`config.mk`:
```
export PLATFORM = sky130hd
export DESIGN_NAME = demux1to4_reg
export DESIGN_NICKNAME = d
export VERILOG_FILES = /design/src/rtl/demux1to4_reg.sv
export SDC_FILE = /design/constraint.sdc
export NUM_CORES = 1
export LEC_CHECK = 0
export BUFFER_PORTS_ARGS = -buffer_cell sky130_fd_sc_hd__buf_2
export CORE_UTILIZATION = 25
export DETAILED_ROUTE_END_ITERATION = 8
export HOLD_SLACK_MARGIN = 0.06
export PLACE_DENSITY = 0.48
export RECOVER_POWER = 25
export SYNTH_ARGS = -nofsm -noshare
export SYNTH_HDL_FRONTEND = slang
export SYNTH_SLANG_ARGS = --single-unit
```
`constraint.sdc`:
```
create_clock -name clk -period 2.2 [get_ports clk]
set_clock_uncertainty 0.15 [all_clocks]
set_input_delay 0.22 -clock clk [delete_from_list [all_inputs] [get_ports clk]]
set_output_delay 0.22 -clock clk [all_outputs]
set_load 0.05 [all_outputs]
```
`src/rtl/demux1to4_reg.sv`:
```
// rtl/demux1to4_reg.sv - registered 1-to-4 stream demux, one-entry register per channel
// Optional per-channel push counters on xfer_cnt when DEMUX_STAT_EN is defined.
module demux1to4_reg #(
   parameter int DW = 8
) (
   input  logic            clk,
   input  logic            rst,
   input  logic            in_valid,
   output logic            in_ready,
   input  logic [DW-1:0]   in_data,
   input  logic [1:0]      sel,
   output logic [3:0]      out_valid,
   input  logic [3:0]      out_ready,
   output logic [4*DW-1:0] out_data
`ifdef DEMUX_STAT_EN
   ,
   output logic [63:0]     xfer_cnt
`endif
);

   logic [3:0]      valid_q, valid_d;
   logic [4*DW-1:0] data_q, data_d;
   logic [3:0]      pop;
   logic [3:0]      push_vec;
   logic            push;

   // A full channel can still accept when its consumer drains it in the same cycle.
   assign in_ready = ~valid_q[sel] | out_ready[sel];
   assign push     = in_valid & in_ready;
   assign push_vec = push ? (4'd1 << sel) : 4'd0;
   assign pop      = valid_q & out_ready;

   always_comb begin
      valid_d = valid_q;
      data_d  = data_q;
      for (int i = 0; i < 4; i++) begin
         if (push_vec[i]) begin
            valid_d[i]           = 1'b1;
            data_d[i*DW +: DW]   = in_data;
         end else if (pop[i]) begin
            valid_d[i]           = 1'b0;
         end
      end
   end

   always_ff @(posedge clk or posedge rst) begin
      if (rst) begin
         valid_q <= 4'd0;
         data_q  <= '0;
      end else begin
         valid_q <= valid_d;
         data_q  <= data_d;
      end
   end

   assign out_valid = valid_q;
   assign out_data  = data_q;

`ifdef DEMUX_STAT_EN
   logic [63:0] cnt_q, cnt_d;

   always_comb begin
      cnt_d = cnt_q;
      for (int i = 0; i < 4; i++) begin
         if (push_vec[i]) begin
            cnt_d[i*16 +: 16] = cnt_q[i*16 +: 16] + 16'd1;
         end
      end
   end

   always_ff @(posedge clk or posedge rst) begin
      if (rst) begin
         cnt_q <= 64'd0;
      end else begin
         cnt_q <= cnt_d;
      end
   end

   assign xfer_cnt = cnt_q;
`endif

endmodule

```
### Yosys cells after proc, flatten, opt, wreduce, memory -nomap -nowiden

Index checks and enable logic that the tools add are counted.

* register bits after elaboration: 36
* output and inout port bits: 37
* word-level logic and storage cells: 31

* magnitude comparators: 1
* shift-type cells: 1
* muxes and demuxes: 13
* bitwise gates (word level): 4
* reductions and logical operators: 4

Operators by type and width (count)
* 1-bit two-way mux: 10
* 2-bit nonzero test: 4
* 4-bit bitwise AND: 1
* 1-bit binary-select mux with 2-bit select: 2
* 4-bit two-way mux: 1
* 1-bit by 2-bit left shift with 4-bit output (first input constant): 1
* 2-bit by 3-bit < comparator with 1-bit output (second input constant): 1
* 1-bit bitwise AND: 1
* 1-bit NOT: 1
* 1-bit OR: 1

### Logic depth before layout (Yosys ltp)

Gate-level depths: netlist (run 1).

* depth after elaboration: 7
* gate-level depth with buffers: 5
* gate-level depth less buffers: 3

### Worst setup path before layout (run 1)

No wires, ideal clock.

* path type: reg2out
* from: reg valid_q[0], in the netlist out_valid[0]
* to: out in_ready
* arrival time: 1403 ps
* path slack: 427 ps
* stages on the path, launching flop included: 3
* path buffers: 0
* path through: dfrtp_1 > nand2b_1 > mux4_2

* cells in the longest elaborated chain, start to end: 4

Ends and longest elaborated chain
* from (decl): line 21 `logic [3:0] valid_q, valid_d;`
* from (signal assigned): line 51 `valid_q <= valid_d;`
* 1-bit binary-select mux with 2-bit select: line 28 `assign in_ready = ~valid_q[sel] | out_ready[sel];`
* 1-bit two-way mux (not written as such): line 28
* 1-bit NOT: line 28
* 1-bit OR: line 28
* to (decl): line 9 `output logic in_ready,`

Every way passes these cells. The select of a mux whose other input is x is not followed.

### Final worst setup path (run 1)

* from: reg valid_q[2], in the netlist out_valid[2]
* to: out in_ready

Same word-level chain as after synthesis.

==> run summary, run 1 <==
Layout Nets - 175
Net Sw Frac - 0.421
number of diodes - 0
Post-CTS Setup Bufs - 0
Worst Path Required - 1830 ps
worst skew pair latency - 280 ps
Max Clk Rate - 559 MHz
pwr dens - 1090 mW/mm^2
share of the synthesized area in the top cell type - 0.641
Slew HR - 0.397
Final period util - 0.813
GR Overflow Total - 0
Seq pwr share - 0.405
commonest cells after routing, fill and taps aside - 53 x buf_2, 36 x dfrtp_1, 32 x mux2_2
CP cell instances - nand2b_1 > mux4_2 > buf_2
htree depth - 2
Slew @ Worst Pin - 905 ps
Min-Delay Path Class - in2reg
Critical Path Sink Type - primary output
slowest library cell on the worst path - mux4_2
post-route ant nets - 0
drt total wl - 3200 um
syn avg cell area - 15.8 um^2
Syn-to-layout area delta - 37.4%
Hold Vio Cnt, Final - 0
vias in the first global route - 1004
Max clock buf depth - 2
IO buf count - 53
initial antenna violation count - 0
largest net degree at the start of global routing - 37
DRT iter0 DRCs - 33
Peak VDD IR - 0.395 mV
Pwr Total - 2110 uW
clock root buffer - clkbuf_8
NetSw - 890 uW
Starting Density - 0.267
fill count - 543
Setup-failing EPs final - 0
core area - 0.00527 mm^2
min Tclk post-route - 1790 ps
cell taking the most area after synthesis - dfrtp_1
Die Y - 77.0 um
share of cells above drive strength 1 - 0.614
Synthesized Nets - 106
Mapped Cells - 89
Pre-antenna DRT Iters - 4
Synth cell types - 13
arrival time worst endpoint - 1420 ps
CP max FO - 3
combinational share of power - 0.389
TritonCTS clock tree - done
Area contributors post-synth - dfrtp_1 64%, mux2_2 26%, nand2b_1 1.8%
clock slew at reported path FFs - 60 ps
RSZ-0062 raised after global routing - no
GP Congestion - 0.765
DR WL/cell - 14.1 um
P_leak - 0.000927 uW
commonest non-fill, non-tap cell in the layout - buf_2
DR vias - 974
synthesized area - 0.00141 mm^2
WS Path Type - reg2out
Row Count - 26
All-Layer GR Usage - 0.123
slowest stage delay, CP - 460 ps
sequential share of the synthesized area - 0.641
first-pass GRT wire length - 5400 um
status - complete, no violations
dpl hpwl - 2270 um
Die ar. - 0.00592 mm^2
DRC violations left - 0
Yosys reg bits - 36
Setup crit start kind - flop
Warnings, synthesis - 0
Final Max Tran Viols - 0
DR vias/cell - 4.27
Clock Power Share - 0.206
max-cap violation count - 0
hold_ws - 87.9 ps
Pint - 1220 uW
die extent in x - 77.0 um
CTS Buf Count - 5
Sink Count - 36
TNS Setup - 0 ps
I/O pins - 54
## per-stage QoR
step | setup WS [ps] | util | instances | instance area [um^2]
final | 412 | 0.366 | 228 | 1930
after global routing | 339 | 0.366 | 228 | 1930
after CTS | 408 | 0.367 | 228 | 1930
after detailed placement | 448 | 0.335 | 212 | 1770
after global placement | 472 | 0.335 | 212 | 1770
after floorplan | 427 | - | 89 | 1410
## state kept, by name, summed over array words and instances (netlist names)
| register | cells |
|---|---|
| out_valid | 4 |
| out_data | 32 |
## final cells by class
cell class              instances  area, um^2  area share
clock inverters                 1        5.00     0.00259
multi-input cells              49         485       0.251
repair buffers                 65         375       0.194
inverters                       1        3.75     0.00194
flip-flops and latches         36         901       0.467
well taps                      70        87.6      0.0454
clock buffers                   6        72.6      0.0376
## cells by family after synthesis
| group | count (synthesis) | synth area share |
|---|---|---|
| muxes | 33 | 0.272 |
| DFF | 36 | 0.641 |
| and+or+nand+nor | 15 | 0.0695 |
| buffers and inverters | 4 | 0.0134 |
| AOI/OAI and AO/OA | 1 | 0.00356 |
## layer usage
layer	routed length, um	part of all wire	global-route usage
met1	1470	0.46	0.150
met2	1490	0.46	0.190
met3	209	0.065	0.0512
met4	35	0.011	0.0509
met5	0	0	0
## critical path: cells and delay by family, from the launching register on
kind	cells	cell delay [ps]
mux	1	460
flops	1	350
buf+inv	1	220
simple gates	1	100
## final timing paths
path | startpoint | to | slack (ps) | cells after the start
worst max register to register | out_valid[1] | out_data[8] | 570 | 3
worst max-delay path | out_valid[2] | in_ready | 410 | 3
worst min-delay path | out_ready[1] | out_valid[1] | 90 | 3
max in group asynchronous | rst | out_data[24] | 710 | 4
worst min register to register | out_data[7] | out_data[7] | 350 | 1
min in group asynchronous | rst | out_data[3] | 620 | 4
## synthesized netlist by cell type
library cell / n
nor2b_1: 2
mux4_2: 1
and3_1: 1
inv_1: 1
dfrtp_1: 36
nand2b_1: 4
mux2_2: 32
o21ai_0: 1
nand2_1: 5
buf_2: 3
nand3_1: 1
nor3b_4: 1
nand3b_2: 1
## power groups by stage
stage / Sequential, uW / Clock, uW / Combinational, uW
2_1_floorplan: 1330 / 0 / 153
3_3_place_gp: 867 / 0 / 808
3_5_place_dp: 869 / 0 / 818
4_1_cts: 859 / 455 / 831
5_1_grt: 877 / 489 / 857
6_report: 856 / 436 / 823
## timing repair
| action | 4_1_cts | 5_1_grt |
|---|---|---|
| hold buffers | 9 | 0 |
| endpoints found under the hold margin | 59 | 0 |
| resized for setup | 0 | 0 |
No activity file was read; power rests on OpenSTA's default activity.
==> run 2: changes to the inputs <==
Clock period 2.2 ns to 1.8 ns, I/O delays scaled along.
==> run 2 against run 1 <==
Against the previous run:
- largest power group unchanged
- clock power up 35%
- highest routed layer unchanged
- largest cell class unchanged
- core utilization up 1.5 points
- worst setup slack worse by 340 ps
==> run summary, run 2 (same netlist as run 1, synthesis figures left out) <==
status - complete, no violations (unchanged)
r2r setup slk - 230 ps (was 570 ps)
Sink Count - 36 (unchanged)
Slew HR - 0.402 (was 0.397)
R2R Path End - out_data[14] (was out_data[8])
CTS Buf Count - 5 (unchanged)
final core occ - 0.381 (was 0.366)
Reg2Reg Depth - 3 (unchanged)
min setup slack post-route - 69.9 ps (was 412 ps)
All-Layer GR Usage - 0.125 (was 0.123)
DR vias/cell - 4.23 (was 4.27)
RSZ-0062 raised after global routing - no (unchanged)
share of cells above drive strength 1 - 0.606 (was 0.614)
arrival time worst endpoint - 1400 ps (was 1420 ps)
Worst Min Path Start - sel[0] (was out_ready[1])
pwr dens - 1320 mW/mm^2 (was 1090 mW/mm^2)
P_leak - 0.000964 uW (was 0.000927 uW)
Pre-antenna DRT Iters - 3 (was 4)
Max Clk Rate - 578 MHz
core area - 0.00527 mm^2 (unchanged)
DR WL/cell - 14.1 um (about the same)
Clock Power Share - 0.222 (was 0.206)
clock root buffer - clkbuf_8 (unchanged)
post-route ant nets - 0 (unchanged)
TritonCTS clock tree - done (unchanged)
DRC violations left - 0 (unchanged)
min Tclk post-route - 1730 ps
hold path depth - 2 (was 3)
Worst Path Required - 1470 ps (was 1830 ps)
Setup-failing EPs final - 0 (unchanged)
commonest non-fill, non-tap cell in the layout - buf_2 (unchanged)
drt total wl - 3310 um (was 3200 um)
Row Count - 26 (unchanged)
Die Y - 77.0 um (unchanged)
worst r2r src - out_valid[1] (unchanged)
Seq pwr share - 0.393 (was 0.405)
Critical Path Sink Type - primary output (unchanged)
htree depth - 2 (unchanged)
number of diodes - 0 (unchanged)
initial antenna violation count - 0 (unchanged)
max-cap violation count - 0 (unchanged)
first-pass GRT wire length - 5550 um (was 5400 um)
Final period util - 0.961
Starting Density - 0.267 (unchanged)
IO buf count - 53 (unchanged)
clock slew at reported path FFs - 80 ps (was 60 ps)
Die ar. - 0.00592 mm^2 (unchanged)
CP max FO - 3 (unchanged)
GP Congestion - 0.770 (was 0.765)
WS Path Type - reg2out (unchanged)
Max clock buf depth - 2 (unchanged)
worst skew pair latency - 280 ps (about the same)
Final Max Tran Viols - 0 (unchanged)
I/O pins - 54 (unchanged)
Min-Delay Path Class - in2reg (unchanged)
vias in the first global route - 1081 (was 1004)
NetSw - 1100 uW (was 890 uW)
Layout Nets - 181 (was 175)
DRT iter0 DRCs - 35 (was 33)
DR vias - 993 (was 974)
dpl hpwl - 2340 um (was 2270 um)
commonest cells after routing, fill and taps aside - 52 x buf_2, 36 x dfrtp_1, 32 x mux2_2 (was 53 x buf_2, 36 x dfrtp_1, 32 x mux2_2)
Pint - 1550 uW (was 1220 uW)
Hold Vio Cnt, Final - 0 (unchanged)
Peak VDD IR - 0.523 mV (was 0.395 mV)
GR Overflow Total - 0 (unchanged)
pre-CTS worst setup slack - 155 ps (was 448 ps)
combinational share of power - 0.385 (was 0.389)
TNS Setup - 0 ps (unchanged)
Syn-to-layout area delta - 43.0% (was 37.4%)
Slew @ Worst Pin - 897 ps (was 905 ps)
Post-CTS Setup Bufs - 0 (unchanged)
Net Sw Frac - 0.416 (was 0.421)
worst hold path endpoint - out_valid[2] (was out_valid[1])
max reg flops - 32 (unchanged)
die extent in x - 77.0 um (unchanged)
largest net degree at the start of global routing - 37 (unchanged)
Setup crit start kind - flop (unchanged)
run 2: power by group through the flow:
stage	registers, uW	logic [uW]	clock network [uW]
after floorplan	1630	187	0
after global routing	1070	1060	660
after detailed placement	1060	1010	0
after global placement	1050	994	0
after CTS	1050	1030	609
final	1040	1020	588
run 2: how the worst max path moves through the flow:
stage	from	endpoint
floorplan	out_valid[0]	in_ready
global placement	sel[1]	out_data[12]
detailed placement	sel[1]	out_data[11]
CTS	out_valid[0]	in_ready
global route	out_valid[2]	in_ready
finish	out_valid[3]	in_ready
run 2: routing by layer:
| layer | track usage | share of wire |
|---|---|---|
| met1 | 0.151 | 0.44 |
| met2 | 0.199 | 0.49 |
| met3 | 0.0464 | 0.062 |
| met4 | 0.0509 | 0.0085 |
| met5 | 0 | 0 |
run 2: timing repair:
item / 4_1_cts / 5_1_grt
endpoints found under the hold margin: 70 / 0
gates resized for setup: 0 / 3
setup endpoints to repair: 0 / 1
hold buffers: 14 / 0
run 2: stage by stage:
step / instance area (um^2) / total power (uW) / cells / hold slack (ps)
floorplan: 1410 / 1810 / 89 / 181
global placement: 1770 / 2050 / 213 / 150
detailed placement: 1770 / 2070 / 213 / 163
CTS: 2010 / 2690 / 235 / 60.4
global route: 2010 / 2790 / 235 / 67.8
finish: 2010 / 2650 / 235 / 61.1
run 2: worst max-delay path, stage by stage (launching register included):
cell and delay, ps:
dfrtp_1 350, nand2b_1 100, mux4_2 490, buf_6 170
run 2: cell type report:
cell class	instances	area, um^2
clock buffer	6	82.6
clock inverter	2	10.0
fill	531	3260
inverter	1	3.75
multi-input combinational	49	485
sequential	36	901
tap	70	87.6
timing repair buffer	71	439
==> run 3: changes to the inputs <==
Settings changed: CORE_MARGIN set to 3.
==> run 3 against run 2 <==
Against the previous run:
- critical path depth stayed put
- core utilization is 0.26 points lower
- via count is 0.10% higher
- critical endpoint unchanged
- sequential power hardly changed
- register-to-register slack better by 20 ps
- clock power is 2% lower
- cell count is 0.43% lower
- wire length is 0.18% lower
- worst setup slack better by 2.5 ps
- clock-buffer cell count is 2 higher
==> run summary, run 3 (same netlist as run 1, synthesis figures left out) <==
drt total wl - 3300 um (was 3310 um)
Max Clk Rate - 579 MHz (was 578 MHz)
largest net degree at the start of global routing - 37 (unchanged)
die extent in x - 81.0 um (was 77.0 um)
All-Layer GR Usage - 0.109 (was 0.125)
Area after DPL - 0.00177 mm^2 (about the same)
DR WL/cell - 14.1 um (about the same)
Slew HR - 0.414 (was 0.402)
clock root buffer - clkbuf_8 (unchanged)
Die Y - 81.0 um (was 77.0 um)
CP max FO - 3 (unchanged)
min Tclk post-route - 1730 ps (about the same)
number of diodes - 0 (unchanged)
clock slew at reported path FFs - 70 ps (was 80 ps)
Setup crit start kind - flop (unchanged)
hold_ws - 76.9 ps (was 61.1 ps)
RSZ-0062 raised after global routing - no (unchanged)
P_leak - 0.000952 uW (was 0.000964 uW)
Setup-failing EPs final - 0 (unchanged)
core area - 0.00527 mm^2 (unchanged)
Critical Path Sink Type - primary output (unchanged)
Peak VDD IR - 0.430 mV (was 0.523 mV)
slowest library cell on the worst path - mux4_2 (unchanged)
status - complete, no violations (unchanged)
I/O pins - 54 (unchanged)
final core occ - 0.379 (was 0.381)
pwr dens - 1320 mW/mm^2 (about the same)
post-route ant nets - 0 (unchanged)
Max clock buf depth - 2 (unchanged)
worst skew pair latency - 280 ps (about the same)
max-cap violation count - 0 (unchanged)
slowest stage delay, CP - 470 ps (was 490 ps)
WS Path Type - reg2out (unchanged)
Sink Count - 36 (unchanged)
initial antenna violation count - 0 (unchanged)
Syn-to-layout area delta - 42.0% (was 43.0%)
dpl hpwl - 2400 um (was 2340 um)
Min-Delay Path Class - in2reg (unchanged)
Row Count - 26 (unchanged)
TNS Setup - 0 ps (unchanged)
DR vias - 994 (was 993)
GR Overflow Total - 0 (unchanged)
htree depth - 2 (unchanged)
TritonCTS clock tree - done (unchanged)
Final Max Tran Viols - 0 (unchanged)
commonest cells after routing, fill and taps aside - 52 x buf_2, 36 x dfrtp_1, 32 x mux2_2 (unchanged)
post-route cell area - 0.00200 mm^2 (was 0.00201 mm^2)
Starting Density - 0.267 (unchanged)
share of cells above drive strength 1 - 0.591 (was 0.606)
Pre-antenna DRT Iters - 4 (was 3)
Slew @ Worst Pin - 880 ps (was 897 ps)
CTS Buf Count - 5 (unchanged)
Layout Nets - 180 (was 181)
first-pass GRT wire length - 5260 um (was 5550 um)
commonest non-fill, non-tap cell in the layout - buf_2 (unchanged)
DRC violations left - 0 (unchanged)
Die ar. - 0.00656 mm^2 (was 0.00592 mm^2)
vias in the first global route - 1055 (was 1081)
arrival time worst endpoint - 1400 ps (about the same)
Pwr Total - 2640 uW (was 2650 uW)
GP Congestion - 0.728 (was 0.770)
Hold Vio Cnt, Final - 0 (unchanged)
DRT iter0 DRCs - 36 (was 35)
IO buf count - 53 (unchanged)
Post-CTS Setup Bufs - 0 (unchanged)
Final period util - 0.960 (was 0.961)
Worst Path Required - 1470 ps (about the same)
CP cell instances - nand2b_1 > mux4_2 > buf_4 (was nand2b_1 > mux4_2 > buf_6)
max reg flops - 32 (unchanged)
DR vias/cell - 4.25 (was 4.23)
[run 3: cell count changes in the layout (fill, tap and decap cells not counted), sizes merged]
cell / previous run / this run
clkbuf: 7 / 9
clkinv: 2 / 0
buf: 56 / 55
[run 3: area by class of cell]
class                           count  area (um^2)
Fill cell                         527         3270
Sequential cell                    36          901
Multi-Input combinational cell     49          485
Timing Repair Buffer               70          428
Clock buffer                        8         90.1
Tap cell                           70         87.6
Inverter                            1         3.75
[run 3: final timing paths]
check / slack, ps / from / endpoint / cells after the start
max: 70 / out_valid[0] / in_ready / 3
min: 80 / sel[0] / out_valid[2] / 2
max reg2reg: 250 / out_valid[1] / out_data[10] / 3
min reg2reg: 350 / out_data[17] / out_data[17] / 1
max in group asynchronous: 400 / rst / out_data[13] / 4
min in group asynchronous: 550 / rst / out_data[1] / 4
[run 3: power by group]
| part | internal [uW] | total [uW] | switching [uW] |
|---|---|---|---|
| registers | 968 | 1050 | 77.2 |
| logic | 273 | 1020 | 743 |
| clock network | 312 | 579 | 267 |
[run 3: per-stage QoR]
| step | std cells | worst slack (ps) |
|---|---|---|
| after global placement | 212 | 211 |
| after CTS | 234 | 35.6 |
| after global routing | 234 | 13.2 |
| after floorplan | 89 | 66.5 |
| final | 234 | 72.4 |
| after detailed placement | 212 | 145 |
[run 3: timing repair]
item                                    in CTS  in global routing
gates resized for setup                      0                  2
endpoints found under the setup margin       0                  1
hold endpoints to repair                    70                  0
hold buffers                                14                  0
[run 3: critical path, delay by kind of cell (launching register included)]
kind,cells,cell delay (ps)
muxes,1,470
DFF,1,340
buffers and inverters,1,200
and+or+nand+nor,1,110
[run 3: routing by layer]
metal  up-vias  GRT usage  wire length, um
met5         -          0                0
met4         0     0.0456               59
met3         6     0.0355              232
met2        37      0.183             1570
met1       495      0.127             1440
li1        456          -                -
